--- config.mk ---
export PLATFORM = sky130hd
export DESIGN_NAME = stdcore_ser_tx_flat
export DESIGN_NICKNAME = d
export VERILOG_FILES = /design/src/rtl/stdcore_ser_tx_if.sv /design/src/rtl/stdcore_ser_tx.sv /design/src/flat_wrapper.sv
export SDC_FILE = /design/constraint.sdc
export NUM_CORES = 1
export LEC_CHECK = 0
export CAP_MARGIN = 30
export CORE_MARGIN = 8
export CORE_UTILIZATION = 45
export DETAILED_ROUTE_END_ITERATION = 16
export DONT_BUFFER_PORTS = 1
export PLACE_DENSITY = 0.74
export SYNTH_ARGS = -nofsm -noshare
export SYNTH_HDL_FRONTEND = slang
export SYNTH_SLANG_ARGS = --single-unit
--- constraint.sdc ---
create_clock -name clk -period 1.3 [get_ports clk]
set_input_delay 0.195 -clock clk [delete_from_list [all_inputs] [get_ports clk]]
set_output_delay 0.195 -clock clk [all_outputs]
set_load 0.005 [all_outputs]
--- src/rtl/stdcore_ser_tx_if.sv ---
`default_nettype none
// ============================================================================
//  Module   : stdcore_ser_tx_if
//  Brief    : Wide-in / narrow-out val/rdy bundle for the serializing transmitter
//  Revision : 1.0
// ============================================================================
interface stdcore_ser_tx_if #(
    parameter int DW = 8,
    parameter int N  = 4,
    parameter int LW = 2
);
    logic [N*DW-1:0] p;
    logic [LW-1:0]   p_len;
    logic            p_val;
    logic            p_rdy;
    logic [DW-1:0]   c;
    logic            c_last;
    logic            c_val;
    logic            c_rdy;

    // master: the environment that supplies words and sinks beats
    modport master (
        output p, p_len, p_val, c_rdy,
        input  p_rdy, c, c_last, c_val
    );

    modport slave (
        input  p, p_len, p_val, c_rdy,
        output p_rdy, c, c_last, c_val
    );
endinterface
`default_nettype wire

--- src/rtl/stdcore_ser_tx.sv ---
`default_nettype none
// ============================================================================
//  Module   : stdcore_ser_tx
//  Brief    : Width-down serializer, one N*DW word in, 1..N DW-bit beats out
//  Revision : 1.0
// ============================================================================
module stdcore_ser_tx #(
    parameter int DW        = 8,
    parameter int N         = 4,
    parameter int MSB_FIRST = 0,
    parameter int LW        = 2
) (
    input wire              clk,
    input wire              arst_n,
    input wire              rst_n,
    stdcore_ser_tx_if.slave bus
);

    localparam int            c_IW      = (N > 1) ? $clog2(N) : 1;
    localparam logic [LW-1:0] c_LEN_MAX = LW'(N - 1);

    logic [N*DW-1:0] r_buf;
    logic [c_IW-1:0] r_idx;
    logic [c_IW-1:0] r_end;
    logic            r_busy;
    logic [DW-1:0]   r_c;
    logic            r_last;

    logic [DW-1:0]   w_buf_beat [N];
    logic [DW-1:0]   w_p_beat   [N];
    logic [c_IW-1:0] w_len;
    logic [c_IW-1:0] w_nidx;
    logic            w_p_rdy;
    logic            w_acc;

    // Lane k of the transmit order maps to a fixed slice of the word
    for (genvar k = 0; k < N; k++) begin : g_lane
        localparam int c_SEL = (MSB_FIRST != 0) ? (N - 1 - k) : k;
        assign w_buf_beat[k] = r_buf[c_SEL*DW +: DW];
        assign w_p_beat[k]   = bus.p[c_SEL*DW +: DW];
    end

    assign w_len   = (bus.p_len > c_LEN_MAX) ? c_IW'(N - 1) : bus.p_len[c_IW-1:0];
    assign w_nidx  = r_idx + c_IW'(1);
    // c_rdy feeds p_rdy directly so the next word loads on the last beat
    assign w_p_rdy = !r_busy || (bus.c_rdy && r_last);
    assign w_acc   = bus.p_val && w_p_rdy;

    always_ff @(posedge clk or negedge arst_n) begin
        if (!arst_n) begin
            r_buf  <= '0;
            r_idx  <= '0;
            r_end  <= '0;
            r_busy <= 1'b0;
            r_c    <= '0;
            r_last <= 1'b0;
        end else if (!rst_n) begin
            r_buf  <= '0;
            r_idx  <= '0;
            r_end  <= '0;
            r_busy <= 1'b0;
            r_c    <= '0;
            r_last <= 1'b0;
        end else if (w_acc) begin
            r_buf  <= bus.p;
            r_end  <= w_len;
            r_idx  <= '0;
            r_busy <= 1'b1;
            r_c    <= w_p_beat[0];
            r_last <= (w_len == '0);
        end else if (r_busy && bus.c_rdy) begin
            if (r_last) begin
                r_busy <= 1'b0;
            end else begin
                r_idx  <= w_nidx;
                r_c    <= w_buf_beat[w_nidx];
                r_last <= (w_nidx == r_end);
            end
        end
    end

    assign bus.p_rdy  = w_p_rdy;
    assign bus.c      = r_c;
    assign bus.c_last = r_last;
    assign bus.c_val  = r_busy;

    a_len_legal: assert property (@(posedge clk) disable iff (!arst_n || !rst_n)
        (bus.p_val && w_p_rdy) |-> (bus.p_len <= c_LEN_MAX));

endmodule
`default_nettype wire

--- src/flat_wrapper.sv ---
// flat-port wrapper written by rule: the top's interface ports become plain ports
module stdcore_ser_tx_flat 
#(
    parameter int DW        = 8,
    parameter int N         = 4,
    parameter int MSB_FIRST = 0,
    parameter int LW        = 2
)
  (clk, arst_n, rst_n, bus_p, bus_p_len, bus_p_val, bus_c_rdy, bus_p_rdy, bus_c, bus_c_last, bus_c_val);
  stdcore_ser_tx_if #(.DW(DW), .N(N), .LW(LW)) bus_i ();
  input wire clk;
  input wire arst_n;
  input wire rst_n;
  input wire logic [$bits(bus_i.p)-1:0] bus_p;
  input wire logic [$bits(bus_i.p_len)-1:0] bus_p_len;
  input wire logic [$bits(bus_i.p_val)-1:0] bus_p_val;
  input wire logic [$bits(bus_i.c_rdy)-1:0] bus_c_rdy;
  output wire logic [$bits(bus_i.p_rdy)-1:0] bus_p_rdy;
  output wire logic [$bits(bus_i.c)-1:0] bus_c;
  output wire logic [$bits(bus_i.c_last)-1:0] bus_c_last;
  output wire logic [$bits(bus_i.c_val)-1:0] bus_c_val;
  assign bus_i.p = bus_p;
  assign bus_i.p_len = bus_p_len;
  assign bus_i.p_val = bus_p_val;
  assign bus_i.c_rdy = bus_c_rdy;
  assign bus_p_rdy = bus_i.p_rdy;
  assign bus_c = bus_i.c;
  assign bus_c_last = bus_i.c_last;
  assign bus_c_val = bus_i.c_val;
  stdcore_ser_tx #(.DW(DW), .N(N), .MSB_FIRST(MSB_FIRST), .LW(LW)) u_core (.clk(clk), .arst_n(arst_n), .rst_n(rst_n), .bus(bus_i));
endmodule
==> out/qor.csv, run 1 <==
stage,metric,value,unit
worst_setup_path,timing.setup.critical_path_class,flop to flop,
yosys,synthesis_stage_register_bit_count,46,
grt,grt_overflow_total,0,
die,floorplan.core_area,4384,um^2
layout,diodes,0,
detailed_routing,detailroute.via_count,1556,
timing,timing.final.max_slew_violations,0,
timing,post-route-worst-setup-slack,-0.1263,ns
detailed_routing,dr.pass1.iters,4,
detailed_routing,drtAntennaViolNets,0,
job,max_capacitance_violation_count,0,
detailed_routing,via_per_inst,6.593,
layout,fillerInstances,323,
clock_network,clock_sink_count,46,
die,total_number_of_placement_rows,24,
die,pin_count,50,
worst_setup_path,cpLargestDelayFamily,multiplexers,
placed_design,finalWeightedCongestion,0.7546,
timing,timing.final.crit_period,1.426,ns
die,die_area,6994,um^2
power_and_ir_drop,design_power_total,3166,uW
timing,finalHoldViolations,0,
yosys,synth-edff-count,0,
worst_setup_path,worst_path_largest_cell_delay,0.48,ns
clock_network,clock_pin_slew_on_the_worst_setup_and_hold_paths,0.10,ns
detailed_routing,wl_per_cell,25.11,um
yosys,ys_dominant_reg_cell,sky130_fd_sc_hd__dfrtp_1,
power_and_ir_drop,power_density,1199,nW/um^2
grt,first_global_vias,1552,
worst_setup_path,worstPathArrival,1.63,ns
grt,grt_start_max_net_pins,47,
clock_network,clk_root_buffer_cell,sky130_fd_sc_hd__clkbuf_8,
run_status,violations,setup timing,
clock_network,clock_insertion_delay_worst_skew,0.32,ns
timing,slew_headroom,0.7897,
layout,syn_to_final_growth,28.33,%
detailed_routing,wl,5927,um
die,floorplan.die.height,83.63,um
timing,fmaxAchievable,0.7011,GHz
clock_network,cts_buffers,5,
timing,layout_worst_path_cycle_share,1.097,
yosys,synth-warning-count,0,
layout,layout.nets,222,
layout,finalNonFillerCells,236,
grt,grt_antenna_before_repair,0,
worst_setup_path,timing.critical_path.required,1.50,ns
grt,grtUsageTotal,0.1509,
yosys,ys_async_sr_fraction,1.000,
detailed_routing,drt_drc_violations_left,0,
power_and_ir_drop,static-leakage-power,0.001179,uW
placed_design,dpl_worst_slack,-0.1856,ns
placed_design,port-buffer-count,0,
worst_setup_path,path_max_fanout,4,
die,die_width,83.63,um
die,initial_utilization,0.4695,
yosys,synth_seq_area_share,0.5593,
yosys,synth.net_count,193,
worst_setup_path,worstPathBufferInverterCount,1,
clock_network,cts_buffer_depth,2,
timing,tightestPinTransition,0.3155,ns
clock_network,htree_levels,2,
timing,clock-skew-final,0.01075,ns
timing,whs,0.003730,ns
yosys,post_synth_num_cell_types,25,
run_status,outcome,finished with violations,
power_and_ir_drop,irDropWorstVdd,892.1,uV
placed_design,dp_cells,209,
yosys,synth_instances,154,
timing,grt_setup_unrepaired,true,
timing,setup_viol_count_final,42,
worst_setup_path,slowest_stage,sky130_fd_sc_hd__mux4_2,
placed_design,dpl.hpwl,3417,um
min_path,min-delay-path-class,input port to flop,
worst_setup_path,worst_setup_ep_type,flop,
yosys,syn-mean-instance-area,13.37,um^2
grt,wire_length_of_the_first_global_routing_pass,8445,um
yosys,netlist_area,2058,um^2
clock_network,clock_tree_from_tritoncts,built,
worst_setup_path,crit_chain,buf_6 -> mux4_2 -> mux2i_1 -> o21ai_1,
layout,drive_above_1_share,0.3043,
timing,tns,-2.537,ns
worst_setup_path,worstSetupStartpointType,flop,
detailed_routing,drt_first_iter_violations,138,
per-layer routing:
layer	global-route usage	vias up	part of all wire
li1	-	650	-
met1	0.1648	811	0.39
met2	0.2582	76	0.51
met5	0	-	0
met3	0.04395	19	0.059
met4	0.07692	0	0.040
registers in the layout, indices dropped and copies added, names as in the netlist:
register           count
u_core.r_end           2
u_core.bus.c           8
u_core.r_buf          32
u_core.bus.c_last      1
u_core.r_idx           2
u_core.bus.c_val       1
kinds of logic after synthesis:
group                  share of synthesized area
buffers and inverters                    0.04802
flip-flops                                0.5593
XOR/XNOR                                 0.01277
multiplexers                              0.1021
AO/OA/AOI/OAI                             0.2146
AND/OR/NAND/NOR                          0.06322
final timing paths:
kind / start / cells past startpoint / end / slack, ns
setup / recovery: u_core.r_idx[1] / 4 / u_core.bus.c[4] / -0.13
hold / removal: bus_p[0] / 1 / u_core.r_buf[0] / 0.004
setup reg to reg: u_core.r_idx[1] / 4 / u_core.bus.c[4] / -0.13
hold reg to reg: u_core.r_buf[19] / 1 / u_core.r_buf[19] / 0.52
max in group asynchronous: arst_n / 2 / u_core.r_idx[1] / 0.71
min in group asynchronous: arst_n / 2 / u_core.bus.c_last / 0.38
power breakdown:
group | internal (uW) | switching [uW] | leakage (uW)
registers | 1520 | 71.3 | 0.000617
logic | 265 | 216 | 0.000512
clock network | 572 | 520 | 0.0000504
area by class of cell:
cell class	instances	area, um^2	area share
Multi-Input combinational cell	98	895.9	0.3392
Timing Repair Buffer	30	406.6	0.1540
Clock buffer	5	68.82	0.02605
Sequential cell	46	1152	0.4363
Clock inverter	3	45.04	0.01705
Inverter	2	7.507	0.002842
Tap cell	52	65.06	0.02463
cells in the mapped netlist (2+ instances only):
| master | count | area [um^2] |
|---|---|---|
| sky130_fd_sc_hd__nor2_1 | 4 | 15.01 |
| sky130_fd_sc_hd__buf_2 | 4 | 20.02 |
| sky130_fd_sc_hd__o21ai_0 | 9 | 45.04 |
| sky130_fd_sc_hd__buf_6 | 5 | 56.30 |
| sky130_fd_sc_hd__a21oi_1 | 3 | 15.01 |
| sky130_fd_sc_hd__xnor2_1 | 2 | 17.52 |
| sky130_fd_sc_hd__a22oi_1 | 6 | 45.04 |
| sky130_fd_sc_hd__inv_1 | 2 | 7.510 |
| sky130_fd_sc_hd__nor2b_1 | 3 | 18.77 |
| sky130_fd_sc_hd__a22o_1 | 32 | 280.3 |
| sky130_fd_sc_hd__buf_4 | 2 | 15.01 |
| sky130_fd_sc_hd__dfrtp_1 | 46 | 1151 |
| sky130_fd_sc_hd__mux4_2 | 8 | 180.2 |
| sky130_fd_sc_hd__mux2i_1 | 3 | 30.03 |
| sky130_fd_sc_hd__nand2_1 | 15 | 56.30 |
stage by stage:
stage                     utilization  instance area, um^2
after floorplan                     -                 2069
after global placement         0.4994                 2190
after detailed placement       0.4994                 2190
after CTS                      0.5431                 2381
after global routing           0.6025                 2641
final                          0.6025                 2641
cell usage in the layout, fill, tap and decap left out, types with 2 or more instances in the layout:
| cell | synthesis | final |
|---|---|---|
| sky130_fd_sc_hd__mux2i_1 | 3 | 3 |
| sky130_fd_sc_hd__buf_6 | 5 | 7 |
| sky130_fd_sc_hd__dlygate4sd3_1 | 0 | 5 |
| sky130_fd_sc_hd__nor2b_1 | 3 | 3 |
| sky130_fd_sc_hd__nor2_1 | 4 | 4 |
| sky130_fd_sc_hd__dfrtp_1 | 46 | 45 |
| sky130_fd_sc_hd__buf_4 | 2 | 8 |
| sky130_fd_sc_hd__buf_12 | 0 | 5 |
| sky130_fd_sc_hd__clkbuf_16 | 0 | 3 |
| sky130_fd_sc_hd__a22oi_2 | 0 | 5 |
| sky130_fd_sc_hd__o21ai_1 | 0 | 8 |
| sky130_fd_sc_hd__and3_4 | 1 | 4 |
| sky130_fd_sc_hd__mux4_2 | 8 | 8 |
| sky130_fd_sc_hd__inv_1 | 2 | 2 |
| sky130_fd_sc_hd__clkinvlp_4 | 0 | 2 |
| sky130_fd_sc_hd__clkbuf_8 | 0 | 5 |
| sky130_fd_sc_hd__a21oi_1 | 3 | 3 |
| sky130_fd_sc_hd__nand2_1 | 15 | 14 |
| sky130_fd_sc_hd__a22o_1 | 32 | 32 |
what timing repair did:
action / CTS / global route
hold buffers: 3 / 3
setup buffers: 1 / 4
pin swaps: 3 / 33
endpoints found under the setup margin: 42 / 43
endpoints found under the hold margin: 47 / 3
gates cloned: 1 / 7
resized for setup: 5 / 14
(Power assumes the default switching activity.)
==> run 2, diff against run 1 <==
--- a/config.mk
+++ b/config.mk
@@ -6,11 +6,13 @@
 export NUM_CORES = 1
 export LEC_CHECK = 0
 export CAP_MARGIN = 30
-export CORE_MARGIN = 8
+export CORE_MARGIN = 5
 export CORE_UTILIZATION = 45
+export CTS_BUF_LIST = sky130_fd_sc_hd__clkbuf_8 sky130_fd_sc_hd__clkbuf_16
 export DETAILED_ROUTE_END_ITERATION = 16
 export DONT_BUFFER_PORTS = 1
 export PLACE_DENSITY = 0.74
+export SLEW_MARGIN = 25
 export SYNTH_ARGS = -nofsm -noshare
 export SYNTH_HDL_FRONTEND = slang
 export SYNTH_SLANG_ARGS = --single-unit
==> run 2 against run 1 <==
Register-to-register slack improved by 0.03 ns; total power decreased by 12%; global-route usage down 0.50 points; the flow still finishes with violations (setup timing); worst hold slack improved by 0.025 ns; sequential power about the same; clock power is 21% lower.
==> out/qor.csv, run 2 (same netlist as run 1, synthesis figures left out) <==
stage,metric,value,unit,change
detailed_routing,wl_per_cell,20.90,um,was 25.11 um
layout,layout.core_utilization,0.5340,,was 0.6025
timing,setup_viol_count_final,9,,was 42
layout,diodes,0,,unchanged
die,floorplan.die.height,77.63,um,was 83.63 um
power_and_ir_drop,static-leakage-power,0.001046,uW,was 0.001179 uW
placed_design,dpl.hpwl,2991,um,was 3417 um
clock_network,clock_sink_count,46,,unchanged
detailed_routing,via_per_inst,6.447,,was 6.593
clock_network,clk_root_buffer_cell,sky130_fd_sc_hd__clkbuf_8,,unchanged
clock_network,htree_levels,2,,unchanged
power_and_ir_drop,irDropWorstVdd,719.3,uV,was 892.1 uV
worst_setup_path,worstPathArrival,1.58,ns,was 1.63 ns
timing,clock-skew-final,0.006978,ns,was 0.01075 ns
power_and_ir_drop,pwr-share-clk,0.308,,was 0.345
clock_network,cts_buffer_depth,2,,unchanged
layout,layout.nets,201,,was 222
power_and_ir_drop,power_density,1194,nW/um^2,was 1199 nW/um^2
die,die_area,6026,um^2,was 6994 um^2
clock_network,cts_buffers,5,,unchanged
layout,layout.cells.most_common,sky130_fd_sc_hd__dfrtp_1,,unchanged
timing,timing.final.crit_period,1.398,ns,was 1.426 ns
timing,whs,0.02912,ns,was 0.003730 ns
detailed_routing,drt_first_iter_violations,102,,was 138
layout,syn_to_final_growth,13.74,%,was 28.33%
timing,tns,-0.6372,ns,was -2.537 ns
timing,fmaxAchievable,0.7152,GHz,was 0.7011 GHz
clock_network,clock_pin_slew_on_the_worst_setup_and_hold_paths,0.08,ns,was 0.10 ns
job,max_capacitance_violation_count,0,,unchanged
timing,layout_worst_path_cycle_share,1.076,,was 1.097
die,pin_count,50,,unchanged
power_and_ir_drop,internal-power,2115,uW,was 2358 uW
grt,grt_start_max_net_pins,47,,unchanged
placed_design,dpl_worst_slack,-0.1291,ns,was -0.1856 ns
worst_setup_path,timing.critical_path.required,1.48,ns,was 1.50 ns
run_status,violations,setup timing,,unchanged
worst_setup_path,worstSetupStartpointType,flop,,unchanged
grt,grt_overflow_total,0,,unchanged
die,die_width,77.63,um,was 83.63 um
power_and_ir_drop,p_comb_frac,0.125,,was 0.152
detailed_routing,wl,4494,um,was 5927 um
timing,grt_setup_unrepaired,true,,unchanged
die,initial_utilization,0.4695,,unchanged
layout,drive_above_1_share,0.2270,,was 0.3043
die,floorplan.core_area,4384,um^2,unchanged
clock_network,clock_insertion_delay_worst_skew,0.29,ns,was 0.32 ns
worst_setup_path,worst_setup_ep_type,flop,,unchanged
detailed_routing,drt_drc_violations_left,0,,unchanged
layout,max_flop_register,u_core.r_buf,,unchanged
timing,finalHoldViolations,0,,unchanged
placed_design,port-buffer-count,0,,unchanged
power_and_ir_drop,share_of_total_power_in_sequential_cells,0.567,,was 0.503
min_path,min-delay-path-class,input port to flop,,unchanged
worst_setup_path,path_max_fanout,6,,was 4
power_and_ir_drop,power.switching_fraction,0.2431,,was 0.2551
run_status,outcome,finished with violations,,unchanged
timing,post-route-worst-setup-slack,-0.09824,ns,was -0.1263 ns
power_and_ir_drop,power.net_switching,679.4,uW,was 807.6 uW
clock_network,post_cts.repair.setup_buffers,0,,was 1
grt,grt_antenna_before_repair,0,,unchanged
worst_setup_path,timing.setup.critical_path_class,flop to flop,,unchanged
timing,tightestPinTransition,0.3329,ns,was 0.3155 ns
grt,wire_length_of_the_first_global_routing_pass,7079,um,was 8445 um
die,total_number_of_placement_rows,24,,unchanged
layout,fillerInstances,364,,was 323
layout,flip_flop_count_of_the_largest_register_all_copies_and_words_added,32,,unchanged
grt,first_global_vias,1376,,was 1552
timing,timing.final.max_slew_violations,0,,unchanged
detailed_routing,detailroute.via_count,1386,,was 1556
layout,layout_common_cells,"sky130_fd_sc_hd__dfrtp_1, sky130_fd_sc_hd__a22o_1, sky130_fd_sc_hd__nand2_1",,unchanged
detailed_routing,drtAntennaViolNets,0,,unchanged
clock_network,clock_tree_from_tritoncts,built,,unchanged
placed_design,finalWeightedCongestion,0.7887,,was 0.7546
detailed_routing,dr.pass1.iters,4,,unchanged
timing,slew_headroom,0.7781,,was 0.7897
grt,grtUsageTotal,0.1459,,was 0.1509
-- run 2: cell count changes in the layout (fill, tap and decap cells not counted), sizes merged --
cell         previous run  this run
buf                    22        10
dlygate4sd3             5         1
and3                    4         2
clkbuf                  8         6
clkinvlp                2         0
bufinv                  1         0
clkinv                  0         1
inv                     2         3
-- run 2: final timing paths --
| check | from | to | slack (ns) | depth (start not counted) |
|---|---|---|---|---|
| worst max register to register | u_core.r_idx[1] | u_core.bus.c[4] | -0.1 | 4 |
| worst min-delay path | bus_p_val | u_core.bus.c_val | 0.03 | 2 |
| worst max-delay path | u_core.r_idx[1] | u_core.bus.c[4] | -0.1 | 4 |
| worst min register to register | u_core.r_buf[12] | u_core.r_buf[12] | 0.50 | 1 |
| max in group asynchronous | arst_n | u_core.r_buf[18] | 0.69 | 2 |
| min in group asynchronous | arst_n | u_core.bus.c_val | 0.39 | 2 |
-- run 2: layout make-up --
type	instances	area (um^2)	share of cell area
clock buffer	6	82.58	0.03528
clock inverter	2	8.758	0.003741
sequential	46	1151	0.4917
inverter	2	7.507	0.003207
tap	52	65.06	0.02779
timing repair buffer	11	150.1	0.06414
multi-input combinational	96	875.8	0.3741
-- run 2: stage by stage --
step / total power (uW) / instance area [um^2] / std cells
after floorplan: 1825 / 2069 / 154
after global placement: 1881 / 2145 / 204
after detailed placement: 1895 / 2145 / 204
after CTS: 2764 / 2280 / 213
after global routing: 2915 / 2341 / 215
final: 2794 / 2341 / 215
-- run 2: worst max-delay path, stage by stage (launching register included) --
cell and delay [ns]:
sky130_fd_sc_hd__dfrtp_1 0.40, sky130_fd_sc_hd__buf_12 0.15, sky130_fd_sc_hd__mux4_2 0.50, sky130_fd_sc_hd__mux2i_1 0.16, sky130_fd_sc_hd__o21ai_1 0.07
-- run 2: power groups by stage --
stage                     clock network [uW]  logic [uW]  registers, uW
after floorplan                            0         234           1590
after global placement                     0         274           1610
after detailed placement                   0         284           1610
after CTS                                878         301           1590
after global routing                     938         381           1600
final                                    859         349           1590
-- run 2: timing repair --
item                       4_1_cts  5_1_grt
pin swaps                        2        4
hold endpoints to repair        46       46
cloned                           1        0
setup endpoints to repair       41       41
resized for setup                6        6
-- run 2: per-layer routing --
metal / part of all wire / global-route usage / vias to the layer above
li1: - / - / 606
met3: 0.058 / 0.03935 / 6
met2: 0.51 / 0.2312 / 55
met4: 0.015 / 0.05155 / 0
met1: 0.42 / 0.1932 / 719
met5: 0 / 0 / -
==> run 3, diff against run 2 <==
--- a/config.mk
+++ b/config.mk
@@ -11,7 +11,8 @@
 export CTS_BUF_LIST = sky130_fd_sc_hd__clkbuf_8 sky130_fd_sc_hd__clkbuf_16
 export DETAILED_ROUTE_END_ITERATION = 16
 export DONT_BUFFER_PORTS = 1
-export PLACE_DENSITY = 0.74
+export GPL_ROUTABILITY_DRIVEN = 0
+export PLACE_DENSITY = 0.72
 export SLEW_MARGIN = 25
 export SYNTH_ARGS = -nofsm -noshare
 export SYNTH_HDL_FRONTEND = slang
==> constraint.sdc (replaced) <==
create_clock -name clk -period 1.6 [get_ports clk]
set_input_delay 0.24 -clock clk [delete_from_list [all_inputs] [get_ports clk]]
set_output_delay 0.24 -clock clk [all_outputs]
set_load 0.005 [all_outputs]
==> run 3 against run 2 <==
The run now ends clean; design area is 5.0% lower; worst hold slack better by 0.031 ns; final cell count is 1.4% lower; core utilization is 2.7 points lower; first-iteration DRC count is 78% higher; sequential cell count stayed put; sequential share of layout area is 2.6 points higher; clock skew is 0.0020 ns higher; critical path depth is 1 higher; count of clock-buffer cells in the layout is 1 lower; fmax is 5.6% lower.
==> out/qor.csv, run 3 (same netlist as run 1, synthesis figures left out) <==
stage,metric,value,unit,change
run_status,outcome,finished clean,,was finished with violations
layout,drive_above_1_share,0.1750,,was 0.2270
detailed_routing,via_per_inst,6.335,,was 6.447
min_path,min-delay-path-class,input port to flop,,unchanged
grt,first_global_vias,1374,,was 1376
worst_setup_path,cpLargestDelayFamily,compound AO/OA/AOI/OAI gates,,was multiplexers
detailed_routing,wl,4469,um,was 4494 um
timing,tns,0,ns,was -0.6372 ns
clock_network,clock_tree_from_tritoncts,built,,unchanged
timing,layout_worst_path_cycle_share,0.9253,,was 1.076
clock_network,clock_pin_slew_on_the_worst_setup_and_hold_paths,0.09,ns,was 0.08 ns
timing,setup_viol_count_final,0,,was 9
layout,syn_to_final_growth,8.085,%,was 13.74%
placed_design,dpl_worst_slack,0.06346,ns,was -0.1291 ns
layout,layout.nets,198,,was 201
layout,layout.cells.most_common,sky130_fd_sc_hd__dfrtp_1,,unchanged
die,die_area,6026,um^2,unchanged
power_and_ir_drop,irDropWorstVdd,622.6,uV,was 719.3 uV
detailed_routing,wl_per_cell,21.08,um,was 20.90 um
detailed_routing,dr.pass1.iters,4,,unchanged
worst_setup_path,critPathLaunch,u_core.bus.c_last,,was u_core.r_idx[1]
timing,timing.final.crit_period,1.480,ns,was 1.398 ns
clock_network,clock_sink_count,46,,unchanged
timing,slew_headroom,0.6445,,was 0.7781
power_and_ir_drop,p_comb_frac,0.109,,was 0.125
worst_setup_path,worst_setup_ep_type,flop,,unchanged
clock_network,cts_resized,0,,was 6
power_and_ir_drop,pwr-share-clk,0.315,,was 0.308
grt,grt_antenna_before_repair,0,,unchanged
worst_setup_path,worstSetupStartpointType,flop,,unchanged
power_and_ir_drop,power.switching_fraction,0.2587,,was 0.2431
placed_design,port-buffer-count,0,,unchanged
worst_setup_path,crit_chain,a21bo_4 -> a21oi_2 -> buf_12 -> a22oi_1 -> o21ai_0,,was buf_12 -> mux4_2 -> mux2i_1 -> o21ai_1
die,total_number_of_placement_rows,24,,unchanged
clock_network,clock_insertion_delay_worst_skew,0.30,ns,was 0.29 ns
layout,layout_common_cells,"sky130_fd_sc_hd__dfrtp_1, sky130_fd_sc_hd__a22o_1, sky130_fd_sc_hd__nand2_1",,unchanged
timing,timing.final.max_slew_violations,0,,unchanged
worst_setup_path,worstPathBufferInverterCount,1,,unchanged
timing,clock-skew-final,0.008969,ns,was 0.006978 ns
worst_setup_path,timing.critical_path.required,1.83,ns,was 1.48 ns
power_and_ir_drop,share_of_total_power_in_sequential_cells,0.577,,was 0.567
min_path,hold_path_startpoint,bus_p[7],,was bus_p_val
worst_setup_path,timing.setup.critical_path_class,flop to flop,,unchanged
power_and_ir_drop,static-leakage-power,0.001007,uW,was 0.001046 uW
worst_setup_path,worstPathArrival,1.71,ns,was 1.58 ns
worst_setup_path,worst_path_largest_cell_delay,0.47,ns,was 0.50 ns
clock_network,htree_levels,2,,unchanged
timing,post-route-worst-setup-slack,0.1196,ns,was -0.09824 ns
worst_setup_path,slowest_stage,sky130_fd_sc_hd__dfrtp_1,,was sky130_fd_sc_hd__mux4_2
die,floorplan.die.height,77.63,um,unchanged
timing,tightestPinTransition,0.5332,ns,was 0.3329 ns
worst_setup_path,reg2reg_from,u_core.bus.c_last,,was u_core.r_idx[1]
grt,wire_length_of_the_first_global_routing_pass,7058,um,was 7079 um
job,max_capacitance_violation_count,0,,unchanged
power_and_ir_drop,power_density,1007,nW/um^2,was 1194 nW/um^2
die,die_width,77.63,um,unchanged
die,initial_utilization,0.4695,,unchanged
layout,diodes,0,,unchanged
layout,flip_flop_count_of_the_largest_register_all_copies_and_words_added,32,,unchanged
clock_network,cts_buffers,5,,unchanged
detailed_routing,detailroute.via_count,1343,,was 1386
die,floorplan.core_area,4384,um^2,unchanged
grt,grtUsageTotal,0.1473,,was 0.1459
timing,fmaxAchievable,0.6755,GHz,was 0.7152 GHz
worst_setup_path,path_max_fanout,38,,was 6
timing,whs,0.06014,ns,was 0.02912 ns
timing,finalHoldViolations,0,,unchanged
timing,grt_setup_unrepaired,false,,was true
clock_network,clk_root_buffer_cell,sky130_fd_sc_hd__clkbuf_8,,unchanged
power_and_ir_drop,internal-power,1661,uW,was 2115 uW
power_and_ir_drop,power.net_switching,579.4,uW,was 679.4 uW
die,pin_count,50,,unchanged
detailed_routing,drt_drc_violations_left,0,,unchanged
detailed_routing,drtAntennaViolNets,0,,unchanged
placed_design,dpl.hpwl,3050,um,was 2991 um
layout,fillerInstances,367,,was 364
grt,grt_overflow_total,0,,unchanged
clock_network,cts_buffer_depth,2,,unchanged
grt,grt_start_max_net_pins,47,,unchanged
layout,max_flop_register,u_core.r_buf,,unchanged
detailed_routing,drt_first_iter_violations,182,,was 102
-- run 3: worst reg2reg max path, cell delays in order, from the launching register on --
cell	delay, ns
sky130_fd_sc_hd__dfrtp_1	0.47
sky130_fd_sc_hd__a21bo_4	0.28
sky130_fd_sc_hd__a21oi_2	0.18
sky130_fd_sc_hd__buf_12	0.21
sky130_fd_sc_hd__a22oi_1	0.10
sky130_fd_sc_hd__o21ai_0	0.16
-- run 3: through the flow --
step | std cells | cell area (um^2) | total power (uW) | utilization
finish | 212 | 2225 | 2240 | 0.5074
global route | 212 | 2225 | 2355 | 0.5074
CTS | 209 | 2202 | 2258 | 0.5023
detailed placement | 199 | 2074 | 1519 | 0.4732
global placement | 199 | 2074 | 1504 | 0.4732
floorplan | 154 | 2058 | 1479 | -
-- run 3: worst paths after layout --
| path | endpoint | slack (ns) | cells after the start |
|---|---|---|---|
| worst max-delay path | u_core.bus.c[5] | 0.12 | 5 |
| worst min-delay path | u_core.r_buf[7] | 0.06 | 1 |
| worst max register to register | u_core.bus.c[5] | 0.12 | 5 |
| worst min register to register | u_core.r_buf[5] | 0.51 | 1 |
| max in group asynchronous | u_core.bus.c_val | 0.97 | 2 |
| min in group asynchronous | u_core.r_buf[17] | 0.42 | 2 |
-- run 3: layer usage --
layer / GRT usage / up-vias / wire length, um / part of all wire
li1: - / 595 / - / -
met1: 0.1856 / 697 / 1809 / 0.40
met2: 0.2421 / 43 / 2319 / 0.52
met3: 0.04282 / 8 / 257 / 0.058
met4: 0.05155 / 0 / 82 / 0.018
met5: 0 / - / 0 / 0
-- run 3: cell type report --
cell class                 instances  area (um^2)  share of cell area
timing repair buffer               8        95.09             0.04274
clock inverter                     3        21.27            0.009561
tap                               52        65.06             0.02925
clock buffer                       5        68.82             0.03093
inverter                           2        7.507            0.003375
sequential                        46         1151              0.5174
multi-input combinational         96        815.8              0.3667
-- run 3: power groups by stage --
stage / Combinational [uW] / Sequential [uW] / Clock, uW
floorplan: 186 / 1290 / 0
global placement: 194 / 1310 / 0
detailed placement: 203 / 1320 / 0
CTS: 237 / 1290 / 728
global route: 269 / 1300 / 785
finish: 243 / 1290 / 705
-- run 3: repair_timing --
item,CTS,global route
hold buffers,2,0
endpoints found under the hold margin,46,0
buffers inserted,0,2
endpoints found under the setup margin,0,7
==> RTL edit: new RTL, config.mk and constraints of run 1 <==
`DW` is set to 8 in 3 places; all go to 10.
--- a/src/rtl/stdcore_ser_tx_if.sv
+++ b/src/rtl/stdcore_ser_tx_if.sv
@@ -6,5 +6,5 @@
 // ============================================================================
 interface stdcore_ser_tx_if #(
-    parameter int DW = 8,
+    parameter int DW = 10,
     parameter int N  = 4,
     parameter int LW = 2
--- a/src/rtl/stdcore_ser_tx.sv
+++ b/src/rtl/stdcore_ser_tx.sv
@@ -6,5 +6,5 @@
 // ============================================================================
 module stdcore_ser_tx #(
-    parameter int DW        = 8,
+    parameter int DW        = 10,
     parameter int N         = 4,
     parameter int MSB_FIRST = 0,
--- a/src/flat_wrapper.sv
+++ b/src/flat_wrapper.sv
@@ -2,5 +2,5 @@
 module stdcore_ser_tx_flat 
 #(
-    parameter int DW        = 8,
+    parameter int DW        = 10,
     parameter int N         = 4,
     parameter int MSB_FIRST = 0,
Interface: changed (resized bus_c and bus_p); port bits go from 50 to 60. The function was not compared with the original's and may differ.
==> RTL edit against run 1 <==
The run ends with negative hold slack, negative setup slack left. Via count grew 28%. Die area up 25%. Hold slack lost 0.44 ns. Routed wire length grew 12%. Worst setup slack improved by 0.091 ns. Sequential cell count increased by 10. Total power increased by 9.4%. Cell area up 24%. Area after synthesis grew 31%.
==> RTL edit: results (changes against run 1) <==
| Metric | Value |
|---|---|
| Final Power | 3.46 mW (+9.4%) |
| Critical Path Fanout Max | 9 (+5) |
| FF+latch count | 56 (+22%) |
| Reg area | 1400 um^2 (+22%) |
| Clk_skew | 0.0105 ns (-0.000251 ns) |
| Final weighted congestion in routability-driven placement | 0.762 (+1.0%) |
| Vias in the first global route | 1913 (+23%) |
| Non-clock buffers, area share | 11.5% (-3.9 points) |
| Tot GR Track Use | 15.1% (about the same) |
| Non-clk bufs | 33 (+10%) |
| ClkCell Share | 2.83% (-1.5 points) |
| Fillers | 448 (+39%) |
| WHS | -0.439 ns (-0.443 ns) |
| P_leak | 1.41 nW (+20%) |
| Clock buffers | 6 (+1) |
| Clock power frac | 28.4% (-6.1 points) |
| Met2 WL post-DR | 3180 um (+4.6%) |
| Outcome | finished, violations left |
| Final Hold Viols | 58 (+58) |
| Sequential fraction of the synthesis area | 52.1% (-3.8 points) |
| Top delay family on crit path | flip-flops |
| Post-DP HPWL | 4340 um (+27%) |
| Worst EP arrival | 1.58 ns (-0.05 ns) |
| Global Route met3 Usage | 6.09% (+1.7 points) |
| Multi-input gate share of total cell area | 40.0% (+6.1 points) |
| Critical-path top delay cell | dfrtp_1 |
| Drt wl/cell | 18.4 um (-27%) |
| Switching share of total power | 25.8% (+0.30 points) |
| Dpl cells | 339 (+62%) |
| Post-synth top cells | 96 x nand2_1, 56 x dfrtp_1, 29 x a21boi_0, 14 x a21boi_1 |
| Least-Margin Pin Slew | 0.191 ns (-0.125 ns) |
| Yosys cell types | 22 (-12%) |
| Final setup margin | -0.0355 ns (+0.0908 ns) |
| Share of layout cells above drive strength 1 | 27.5% (-2.9 points) |
| Count of non-CTS inverters in the layout | 1 (-1) |
| Number of multi-input logic gates | 189 (+93%) |
| Final nets | 333 (+50%) |
| Mapped Cells | 266 (+73%) |
| Largest net degree at the start of global routing | 57 (+21%) |
| Final setup fails | 9 (-79%) |
| Failing checks | negative hold slack, negative setup slack |
| Met2 usage | 23.1% (-2.7 points) |
| Area contributors post-synth | dfrtp_1 52%, nand2_1 13%, mux4_2 8.4% |
| Metal3 WL | 649 um (+85%) |
| Vias/cell | 5.50 (-17%) |
==> RTL edit: cell types whose count changed after synthesis, sizes merged, moves of 6 or more <==
cell,run 1,this run
a21boi,0,43
a22o,32,0
a22oi,6,0
a31oi,0,11
clkbuf,0,8
dfrtp,46,56
nand2,15,97
==> RTL edit: through the flow <==
stage | setup WS, ns | setup TNS [ns] | util, %
after CTS | -0.0356 | -0.0738 | 53.0
after global routing | -0.0802 | -1.81 | 56.0
after global placement | 0.0163 | 0 | 49.4
final | -0.0355 | -0.118 | 56.0
after floorplan | -0.0419 | -0.331 | -
after detailed placement | -0.0263 | -0.0620 | 49.4
==> RTL edit: final timing paths <==
path / to / slack [ns] / start / depth (start not counted)
min in group clk: u_core.r_buf[4] / -0.01 / bus_p[4] / 2
max in group asynchronous: u_core.r_buf[11] / 1.65 / arst_n / 0
setup / recovery: u_core.bus.c[9] / -0.04 / u_core.bus.c_val / 5
setup reg to reg: u_core.bus.c[9] / -0.04 / u_core.bus.c_val / 5
hold / removal: u_core.r_buf[15] / -0.44 / arst_n / 0
hold reg to reg: u_core.r_buf[20] / 0.52 / u_core.r_buf[20] / 2
==> RTL edit: cells by family (layout without fill, tap and decap cells) <==
| family | count (synthesis) | count (layout) | synth area share (%) |
|---|---|---|---|
| multiplexers | 11 | 11 | 8.74 |
| XOR/XNOR | 3 | 3 | 0.977 |
| flip-flops | 56 | 56 | 52.1 |
| AND/OR/NAND/NOR | 107 | 107 | 16.0 |
| buffers and inverters | 21 | 42 | 4.88 |
| AO/OA/AOI/OAI | 68 | 68 | 17.3 |
==> RTL edit: what timing repair did <==
action | in CTS | in global routing
endpoints found under the hold margin | 57 | 64
hold buffers | 1 | 8
setup buffers | 3 | 0
gates resized for setup | 18 | 45
pin swaps | 1 | 9
cloned | 3 | 0
endpoints found under the setup margin | 34 | 55
